File: src/rtl/dwt_pkg.sv
// Shared DWT definitions: level width, level ceiling and the level sequencer states.
package dwt_pkg;

  localparam int unsigned LEVEL_W = 4;
  localparam logic [LEVEL_W-1:0] MAX_LEVEL_DEF = 4'd10;

  typedef enum logic [1:0] {
    ST_IDLE  = 2'd0,
    ST_START = 2'd1,
    ST_WAIT  = 2'd2,
    ST_DONE  = 2'd3
  } seq_state_e;

  // Limit a requested decomposition level to the supported ceiling.
  function automatic logic [LEVEL_W-1:0] clamp_level(input logic [LEVEL_W-1:0] lvl,
                                                     input logic [LEVEL_W-1:0] max_lvl);
    return (lvl > max_lvl) ? max_lvl : lvl;
  endfunction

endpackage

File: src/rtl/dwt_level_sequencer.sv
// Sequences the DWT engine through one pass per decomposition level for each frame.
// Level changes are staged in a pending register and only take effect at frame start.
module dwt_level_sequencer
  import dwt_pkg::*;
#(
  parameter logic [LEVEL_W-1:0] MAX_LEVEL     = MAX_LEVEL_DEF,
  parameter logic [LEVEL_W-1:0] DEFAULT_LEVEL = 4'd0
) (
  input  logic               clock,
  input  logic               reset_n,
  input  logic [LEVEL_W-1:0] level,
  input  logic               level_update,
  input  logic               frame_start,
  input  logic               pass_done,
  output logic               pass_start,
  output logic [LEVEL_W-1:0] pass_index,
  output logic [LEVEL_W-1:0] active_level,
  output logic               busy,
  output logic               frame_done,
  output logic               frame_overrun
);

  seq_state_e         state_q, state_d;
  logic [LEVEL_W-1:0] pending_level_q, pending_level_d;
  logic [LEVEL_W-1:0] active_level_q, active_level_d;
  logic [LEVEL_W-1:0] pass_index_q, pass_index_d;
  logic               pass_start_q, pass_start_d;
  logic               busy_q, busy_d;
  logic               frame_done_q, frame_done_d;
  logic               frame_overrun_q, frame_overrun_d;

  logic [LEVEL_W-1:0] new_level;
  logic [LEVEL_W-1:0] frame_level;
  logic [LEVEL_W-1:0] pass_index_inc;

  always_ff @(posedge clock or negedge reset_n) begin
    if (!reset_n) begin
      state_q         <= ST_IDLE;
      pending_level_q <= DEFAULT_LEVEL;
      active_level_q  <= DEFAULT_LEVEL;
      pass_index_q    <= '0;
      pass_start_q    <= 1'b0;
      busy_q          <= 1'b0;
      frame_done_q    <= 1'b0;
      frame_overrun_q <= 1'b0;
    end else begin
      state_q         <= state_d;
      pending_level_q <= pending_level_d;
      active_level_q  <= active_level_d;
      pass_index_q    <= pass_index_d;
      pass_start_q    <= pass_start_d;
      busy_q          <= busy_d;
      frame_done_q    <= frame_done_d;
      frame_overrun_q <= frame_overrun_d;
    end
  end

  // Next state plus registered-output decode; outputs follow the state being entered.
  always_comb begin
    state_d         = state_q;
    pending_level_d = pending_level_q;
    active_level_d  = active_level_q;
    pass_index_d    = pass_index_q;

    new_level      = clamp_level(level, MAX_LEVEL);
    frame_level    = level_update ? new_level : pending_level_q;
    pass_index_inc = LEVEL_W'(pass_index_q + LEVEL_W'(1));

    if (level_update) begin
      pending_level_d = new_level;
    end

    unique case (state_q)
      ST_IDLE: begin
        if (frame_start) begin
          active_level_d = frame_level;
          pass_index_d   = '0;
          state_d        = (frame_level == '0) ? ST_DONE : ST_START;
        end
      end
      ST_START: begin
        state_d = ST_WAIT;
      end
      ST_WAIT: begin
        if (pass_done) begin
          if (pass_index_inc == active_level_q) begin
            state_d = ST_DONE;
          end else begin
            pass_index_d = pass_index_inc;
            state_d      = ST_START;
          end
        end
      end
      ST_DONE: begin
        state_d = ST_IDLE;
      end
      default: begin
        state_d = ST_IDLE;
      end
    endcase

    pass_start_d    = (state_d == ST_START);
    busy_d          = (state_d != ST_IDLE);
    frame_done_d    = (state_d == ST_DONE);
    frame_overrun_d = frame_start && (state_q != ST_IDLE);
  end

  assign pass_start    = pass_start_q;
  assign pass_index    = pass_index_q;
  assign active_level  = active_level_q;
  assign busy          = busy_q;
  assign frame_done    = frame_done_q;
  assign frame_overrun = frame_overrun_q;

endmodule

File: config.mk
export PLATFORM = sky130hd
export DESIGN_NAME = dwt_level_sequencer
export DESIGN_NICKNAME = d
export VERILOG_FILES = /design/src/rtl/dwt_pkg.sv /design/src/rtl/dwt_level_sequencer.sv
export SDC_FILE = /design/constraint.sdc
export NUM_CORES = 1
export LEC_CHECK = 0
export CAP_MARGIN = 40
export CORE_UTILIZATION = 43
export DETAILED_ROUTE_END_ITERATION = 10
export GPL_TIMING_DRIVEN = 1
export PLACE_DENSITY = 0.82
export SYNTH_ARGS = -nofsm -noshare
export SYNTH_HDL_FRONTEND = slang
export SYNTH_SLANG_ARGS = --single-unit
File: constraint.sdc
create_clock -name clock -period 1.9 [get_ports clock]
set_clock_uncertainty 0.15 [all_clocks]
set_input_delay 0.285 -clock clock [delete_from_list [all_inputs] [get_ports clock]]
set_output_delay 0.285 -clock clock [all_outputs]
set_load 0.05 [all_outputs]
Word-level counts from Yosys, hierarchy flattened
Index checks and enable logic that the tools add are counted.
{"block": "totals", "reg_bits": 18, "input_bits": 9, "output_inout_bits": 12, "wordCells": 38}
{"block": "op_classes", "n_addsub": 1, "n_lt_le_gt_ge": 1, "n_eq_ne": 9, "mux": 11, "reduce_logical": 8}
{"cell": "4-bit two-way mux", "count": 5}
{"cell": "2-bit two-way mux", "count": 4}
{"cell": "2-bit case mux with 4 select lines", "count": 1}
{"cell": "4-bit case mux with 2 select lines", "count": 1}
{"cell": "2-bit equality test, second input constant", "count": 3}
{"cell": "2-bit inequality test, second input constant", "count": 3}
{"cell": "2-bit nonzero test", "count": 3}
{"cell": "4-bit by 1-bit adder with 4-bit output, second input constant", "count": 1}
{"cell": "2-bit by 1-bit equality test with 1-bit output, second input constant", "count": 2}
{"cell": "4-bit equality test", "count": 1}
{"cell": "4-bit greater-than comparator, second input constant", "count": 1}
{"cell": "4-bit logical NOT", "count": 1}
{"cell": "4-bit AND reduction", "count": 1}
{"cell": "2-bit logical NOT", "count": 1}
{"cell": "2-bit AND reduction", "count": 1}
{"cell": "1-bit logical AND", "count": 1}

Logic depth before layout (Yosys ltp)
Gate-level depths: netlist of the first run.
{"block": "logic_depth", "depth_word": 8, "mapped_depth": 6}

Least setup slack after synthesis of the first run
OpenSTA, ideal clock, no wires.
{"block": "synth_timing", "path_type": "register -> register", "from": "register pass_index_q[0], in the netlist pass_index[0]", "to": "register pass_index_q[0], in the netlist pass_index[0]", "t_arrival_ps": 1975, "t_required_ps": 1680, "slack_ps": -295, "path_stages_with_launch": 7, "period_less_slack_ps": 2195, "cell_sequence": "dfrtp_1 -> ha_1 -> xnor3_1 -> nand3_2 -> nor2_2 -> or4_1 -> nand3_1"}
{"block": "synth_via", "elab_chain_len": 4, "word_cells_on_any_way": 7, "cone_classes": "add/sub (1); eq/ne (2); mux (3); reduce/logical (1)"}
{"item": "start: declaration", "line": "dwt_level_sequencer.sv:26", "rtl": "logic [LEVEL_W-1:0] pass_index_q, pass_index_d;"}
{"item": "start signal: assignment", "line": "dwt_level_sequencer.sv:50", "rtl": "pass_index_q <= pass_index_d;"}
{"item": "4-bit by 1-bit adder with 4-bit output *", "line": "dwt_level_sequencer.sv:67", "rtl": "pass_index_inc = LEVEL_W'(pass_index_q + LEVEL_W'(1));"}
{"item": "4-bit equality test or 4-bit two-way mux (tied branches)", "line": "dwt_level_sequencer.sv:86", "rtl": "if (pass_index_inc == active_level_q) begin"}
{"item": "2-bit inequality test (no line) or 4-bit two-way mux (tied branches)"}
{"item": "4-bit AND reduction (no line) or 4-bit case mux with 2 select lines (tied branches)"}
Every way passes the cells marked *; elsewhere a longest branch is shown, timed or not. The select of a mux whose other input is x is not followed.
A chain may end at the register's enable or synchronous reset.

Worst setup path after layout of the first run
{"block": "layout_timing", "from": "register frame_overrun_q, in the netlist frame_overrun", "to": "output port frame_overrun"}
{"item": "start: declaration", "line": "dwt_level_sequencer.sv:30", "rtl": "logic frame_overrun_q, frame_overrun_d;"}
{"item": "start signal: assignment", "line": "dwt_level_sequencer.sv:54", "rtl": "frame_overrun_q <= frame_overrun_d;"}
{"item": "end: declaration", "line": "dwt_level_sequencer.sv:20", "rtl": "output logic frame_overrun"}
No word-level cell between the ends.

==> key figures, run 1 <==
Clocking
  • CTS tree: built
  • Clock Latency Late Sink: 280 ps
  • Sink Count: 18
  • Post-CTS resize count: 0
  • Longest Clk Path Bufs: 2
  • Root buffer selected by CTS: clkbuf_4
  • CTS Buf Count: 3
  • CTS clk-pin slew, worst paths: 100 ps
  • H-tree depth: 1
  • Hold buffer count at cts: 0
  • Postcts setup bufs: 0

Die
  • # rows: 16
  • Core ar.: 1942 um^2
  • Top Ports: 21
  • DIE HEIGHT: 47.45 um
  • Initial core utilization: 0.4575
  • Chip width: 47.45 um
  • Die area: 2252 um^2

Yosys
  • Yosys top cell by area: dfrtp_1
  • Syn_nets: 101
  • Post-Syn Area per Cell: 9.762 um^2
  • Main flop type after synthesis: dfrtp_1
  • Seq/Total Area, Yosys: 0.5070
  • Mapped Area: 888.4 um^2
  • Fraction of registers with async set/reset: 1.000
  • Cell count after synthesis: 91
  • Cell variety after synth: 28
  • EDFF count, synth: 0
  • Synthesis-stage register bit count: 18
  • Yosys warning count: 0
  • Synth area leaders: dfrtp_1 (51%), nand2_1 (5.1%), o21ai_0 (4.5%), o211ai_1 (3.4%), or4_1 (3.4%)
  • Post-synth top area share: 0.5070

Power
  • Leak: 0.5678 nW
  • Gate power share: 0.573
  • Sw power: 972.7 uW
  • Worst VDD drop: 1.031 mV
  • Pwr dens: 1654 nW/um^2
  • Internal power: 1.056 mW
  • Sw Ratio: 0.4796
  • Seq pwr share: 0.334
  • Overall power: 2.028 mW
  • Clock group share of total power: 0.093

Worst setup path
  • Req. time, crit path: 1460 ps
  • Worst path max stage delay: 800 ps
  • Critical path's slowest cell: clkdlybuf4s50_1
  • FF-to-FF Start: pass_index[1]
  • Crit path max-delay family: buffers and inverters
  • Kind of critical path: flop to output port
  • CP bufs+invs: 1
  • Type of origin of the critical path: flop
  • CP max FO: 1
  • R2r worst-path depth: 6
  • Crit-path cells: clkdlybuf4s50_1
  • Reg-to-reg slack, setup: 90 ps
  • RR Endpoint: state_q[1]
  • Worst path arrival time: 1420 ps
  • Worst Setup End Kind: output port

GRT
  • Total Routing Usage GR: 0.1692
  • Antenna violations before repair: 0
  • Busiest grt layer: met1
  • First-pass GRT wire length: 2.670 mm
  • Gr ovfl total: 0
  • Met2 usage: 0.2438
  • Routing usage on met3: 0.03396
  • Number of global-route vias before repair: 610
  • GRT met1 Usage: 0.2548
  • Largest net degree at the start of global routing: 19

STA
  • Setup ws final: 45.54 ps
  • Final setup viols: 0
  • Worst-margin pin slew: 508.5 ps
  • Min cycle time layout: 1854 ps
  • RSZ-0062 raised after global routing: no
  • Max frequency: 0.5392 GHz
  • Relative slew slack: 0.6605
  • Final Max Slew Viols: 0
  • Final Cycle Share: 0.9760
  • Hold Fails Final Rpt: 0

Route
  • WL per Instance: 11.20 um
  • Via Count: 756
  • WL final: 1.703 mm
  • Drt pass-1 iters: 4
  • Post-route ant nets: 0
  • DRC Markers: 0
  • Vias/cell: 4.974
  • Initial drt markers: 19

Place
  • Final GP Congestion: 0.8406
  • Placed inst area: 1195 um^2
  • PortBufs: 20
  • Hpwl dp: 1.343 mm
  • Inst Count DP: 148
  • Dpl ws: -17.68 ps

Finish
  • Nets: 136
  • Fillers: 176
  • Area of the multi-input gates: 412.9 um^2
  • Most common cell after layout, fill and taps aside: buf_4
  • Non-Filler Instances: 152
  • Commonest cells after routing, fill and taps aside: buf_4 (20), dfrtp_1 (14), nand2_1 (12)
  • P&R area growth vs syn: 38.03%
  • Share of layout cells above drive strength 1: 0.2480
  • Seq. cell area: 455.4 um^2
  • Final instance area: 1226 um^2
  • ANT cells: 0

Min path
  • Hold crit path type: input pin to asynchronous set/reset pin

Run
  • MaxCap Viol Count: 0

Run status
  • Status: complete, no violations
-- through the flow --
step / hold WS, ps / utilization / setup TNS (ps)
3_3_place_gp: 342.4 / 0.6153 / 0
6_report: 160.9 / 0.6314 / 0
3_5_place_dp: 338.3 / 0.6153 / -18.79
4_1_cts: 158.6 / 0.6289 / 0
2_1_floorplan: -160.6 / - / 0
5_1_grt: 180.6 / 0.6314 / 0
-- worst max path at each step --
stage	start	endpoint	cells past startpoint
2_1_floorplan	pass_index[3]	pass_index[0]	5
3_3_place_gp	level_update	pass_start	5
3_5_place_dp	pass_done	pass_index[3]	5
4_1_cts	busy	busy	1
5_1_grt	frame_overrun	frame_overrun	1
6_report	frame_overrun	frame_overrun	1
-- power groups by stage --
stage / sequential [mW] / clock [mW] / combinational (mW)
global route: 0.703 / 0.214 / 1.25
detailed placement: 0.689 / 0 / 1.16
floorplan: 1.01 / 0 / 0.463
CTS: 0.680 / 0.198 / 1.17
global placement: 0.682 / 0 / 1.15
finish: 0.678 / 0.188 / 1.16
-- synth_stat cells (2+ instances only) --
cell type,n
a31oi_1,2
or4_1,4
a21oi_1,3
buf_4,2
nand2_1,12
inv_1,6
nor2b_1,2
nor2_1,6
o21ai_0,8
dfrtp_1,18
nand3_1,5
xor2_1,2
nor3_1,2
xnor2_1,2
o211ai_1,4
-- final cells by class --
class | instances | share of cell area
Timing Repair Buffer | 32 | 0.2245
Clock buffer | 4 | 0.02143
Inverter | 6 | 0.01837
Sequential cell | 18 | 0.3714
Tap cell | 27 | 0.02755
Multi-Input combinational cell | 65 | 0.3367
-- sequential cells by signal, summed over array words and instances, names as in the netlist --
register,count
frame_done,1
state_q,2
pending_level_q,4
active_level,4
busy,1
frame_overrun,1
pass_index,4
pass_start,1
-- per-layer routing --
metal | vias up | wire length (um)
met2 | 17 | 796
li1 | 390 | -
met4 | 0 | 9
met1 | 347 | 830
met3 | 2 | 67
met5 | - | 0
-- cells by family after synthesis --
| family | synth area share |
|---|---|
| and+or+nand+nor | 0.2155 |
| adders and majority gates | 0.01408 |
| muxes | 0.02394 |
| buffers and inverters | 0.04225 |
| DFF | 0.5070 |
| xor gates and xnor gates | 0.06479 |
| AOI/OAI and AO/OA | 0.1324 |
Note: power is estimated with default switching activity, not from simulation.
==> inputs of run 2 (changes only) <==
- CORE_UTILIZATION: 43 -> 40
- PLACE_DENSITY: 0.82 -> 0.73
==> run 2 against run 1 <==
Register-to-register slack hardly changed. Cell count is 0.66% higher. Power is 4.0% higher. Routed wire length is 14% higher. Largest cell class unchanged. Global-route usage is 1.7 points higher. Sequential share of layout area is 0.38 points lower. Highest routed layer unchanged.
==> key figures, run 2 (synthesis gave the netlist of run 1 again) <==
Finish
  • Final instance area: 1239 um^2 (was 1226 um^2)
  • Final Util: 0.6126 (was 0.6314)
  • Share of layout cells above drive strength 1: 0.2857 (was 0.2480)
  • P&R area growth vs syn: 39.44% (was 38.03%)
  • Commonest cells after routing, fill and taps aside: buf_4 (24), dfrtp_1 (14), nand2_1 (12) (was buf_4 (20), dfrtp_1 (14), nand2_1 (12))
  • Fillers: 192 (was 176)
  • Most common cell after layout, fill and taps aside: buf_4 (unchanged)
  • Nets: 137 (was 136)
  • ANT cells: 0 (unchanged)

STA
  • Relative slew slack: 0.6673 (was 0.6605)
  • Min cycle time layout: 1812 ps (was 1854 ps)
  • Hold Fails Final Rpt: 0 (unchanged)
  • RSZ-0062 raised after global routing: no (unchanged)
  • Worst-margin pin slew: 498.2 ps (was 508.5 ps)
  • Fin Hold WS: 140.5 ps (was 160.9 ps)
  • Final Max Slew Viols: 0 (unchanged)
  • Setup ws final: 87.64 ps (was 45.54 ps)
  • Final setup viols: 0 (unchanged)
  • Max frequency: 0.5518 GHz (was 0.5392 GHz)
  • Final Cycle Share: 0.9539 (was 0.9760)

Worst setup path
  • CP endpoint: pass_index[2] (was frame_overrun)
  • Reg-to-reg slack, setup: 90 ps (about the same)
  • Req. time, crit path: 1980 ps (was 1460 ps)
  • Worst Setup End Kind: flop (was output port)
  • Type of origin of the critical path: flop (unchanged)
  • CP startpoint: pass_index[3] (was frame_overrun)
  • FF-to-FF Start: pass_index[3] (was pass_index[1])
  • Worst path arrival time: 1890 ps (was 1420 ps)
  • CP max FO: 5 (was 1)
  • RR Endpoint: pass_index[2] (was state_q[1])
  • R2r worst-path depth: 5 (was 6)
  • Kind of critical path: flop to flop (was flop to output port)

GRT
  • Antenna violations before repair: 0 (unchanged)
  • First-pass GRT wire length: 3.415 mm (was 2.670 mm)
  • Number of global-route vias before repair: 812 (was 610)
  • Gr ovfl total: 0 (unchanged)
  • Largest net degree at the start of global routing: 11 (was 19)
  • Total Routing Usage GR: 0.1863 (was 0.1692)

Clocking
  • Longest Clk Path Bufs: 2 (unchanged)
  • CTS Buf Count: 3 (unchanged)
  • Root buffer selected by CTS: clkbuf_4 (unchanged)
  • CTS clk-pin slew, worst paths: 100 ps (about the same)
  • H-tree depth: 1 (unchanged)
  • Clock Latency Late Sink: 290 ps (was 280 ps)
  • Postcts setup bufs: 0 (unchanged)
  • CTS tree: built (unchanged)
  • Post-CTS resize count: 0 (unchanged)
  • Hold buffer count at cts: 0 (unchanged)
  • Sink Count: 18 (unchanged)

Place
  • PortBufs: 20 (unchanged)
  • Placed inst area: 1195 um^2 (unchanged)
  • Hpwl dp: 1.480 mm (was 1.343 mm)
  • Dpl ws: -58.60 ps (was -17.68 ps)
  • Final GP Congestion: 0.7728 (was 0.8406)

Route
  • Via Count: 782 (was 756)
  • WL final: 1.934 mm (was 1.703 mm)
  • Wl on met1: 880 um (was 830 um)
  • Drt pass-1 iters: 4 (unchanged)
  • Initial drt markers: 8 (was 19)
  • Vias/cell: 5.111 (was 4.974)
  • Top sig layer: met4 (unchanged)
  • Met3 routed WL: 84 um (was 67 um)
  • Met2 wire length: 950 um (was 796 um)
  • WL per Instance: 12.64 um (was 11.20 um)
  • DRC Markers: 0 (unchanged)
  • Post-route ant nets: 0 (unchanged)

Run status
  • Status: complete, no violations (unchanged)

Die
  • Initial core utilization: 0.4394 (was 0.4575)
  • Die area: 2413 um^2 (was 2252 um^2)
  • Chip width: 49.13 um (was 47.45 um)
  • Top Ports: 21 (unchanged)
  • DIE HEIGHT: 49.13 um (was 47.45 um)
  • Core ar.: 2022 um^2 (was 1942 um^2)
  • # rows: 16 (unchanged)

Run
  • MaxCap Viol Count: 0 (unchanged)

Min path
  • Hold crit path type: input pin to asynchronous set/reset pin (unchanged)

Power
  • Pwr dens: 1704 nW/um^2 (was 1654 nW/um^2)
  • Overall power: 2.110 mW (was 2.028 mW)
  • Leak: 0.5825 nW (was 0.5678 nW)
  • Worst VDD drop: 0.9243 mV (was 1.031 mV)
-- run 2: changes by cell type in the layout (fill, tap and decap cells not counted) --
| cell | delta |
|---|---|
| dlymetal6s2s_1 | -1 |
| nor2_2 | -1 |
| clkdlybuf4s50_1 | -2 |
| clkbuf_1 | -1 |
| buf_4 | +4 |
| nor2_4 | +1 |
| clkbuf_8 | +1 |
-- run 2: per-layer routing --
layer  track usage  up-vias
li1              -      393
met1        0.2309      369
met2        0.3196       18
met3       0.03115        2
met4       0.07353        0
met5             0        -
-- run 2: metrics by stage --
| step | std cells | setup TNS, ps |
|---|---|---|
| global placement | 149 | -51.64 |
| CTS | 153 | 0 |
| floorplan | 91 | 0 |
| detailed placement | 149 | -87.10 |
| global route | 153 | 0 |
| finish | 153 | 0 |
-- run 2: layout make-up --
type,instances,area (um^2),area share
multi-input combinational,65,417.9,0.3374
inverter,6,22.52,0.01818
clock buffer,4,36.28,0.02929
tap,27,33.78,0.02727
sequential,18,455.4,0.3677
timing repair buffer,33,272.8,0.2202
-- run 2: report_power, final --
part | switching (mW) | total (mW) | leakage (nW) | internal [mW]
Combinational | 0.743 | 1.20 | 0.341 | 0.460
Clock | 0.116 | 0.233 | 0.0210 | 0.117
Sequential | 0.153 | 0.674 | 0.221 | 0.521
-- run 2: how the worst min path moves through the flow --
stage / from / end / slack, ps / depth (start not counted)
5_1_grt: reset_n / frame_done / 170 / 1
3_5_place_dp: active_level[2] / active_level[2] / 340 / 2
4_1_cts: reset_n / frame_done / 140 / 1
6_report: reset_n / frame_done / 140 / 1
3_3_place_gp: active_level[2] / active_level[2] / 340 / 2
2_1_floorplan: reset_n / active_level[0] / -160 / 0
-- run 2: critical path: stages, from the launching register on --
cell	delay, ps
dfrtp_1	450
xor2_1	190
xnor2_1	310
o21ai_1	150
or4_1	410
nand3_1	100
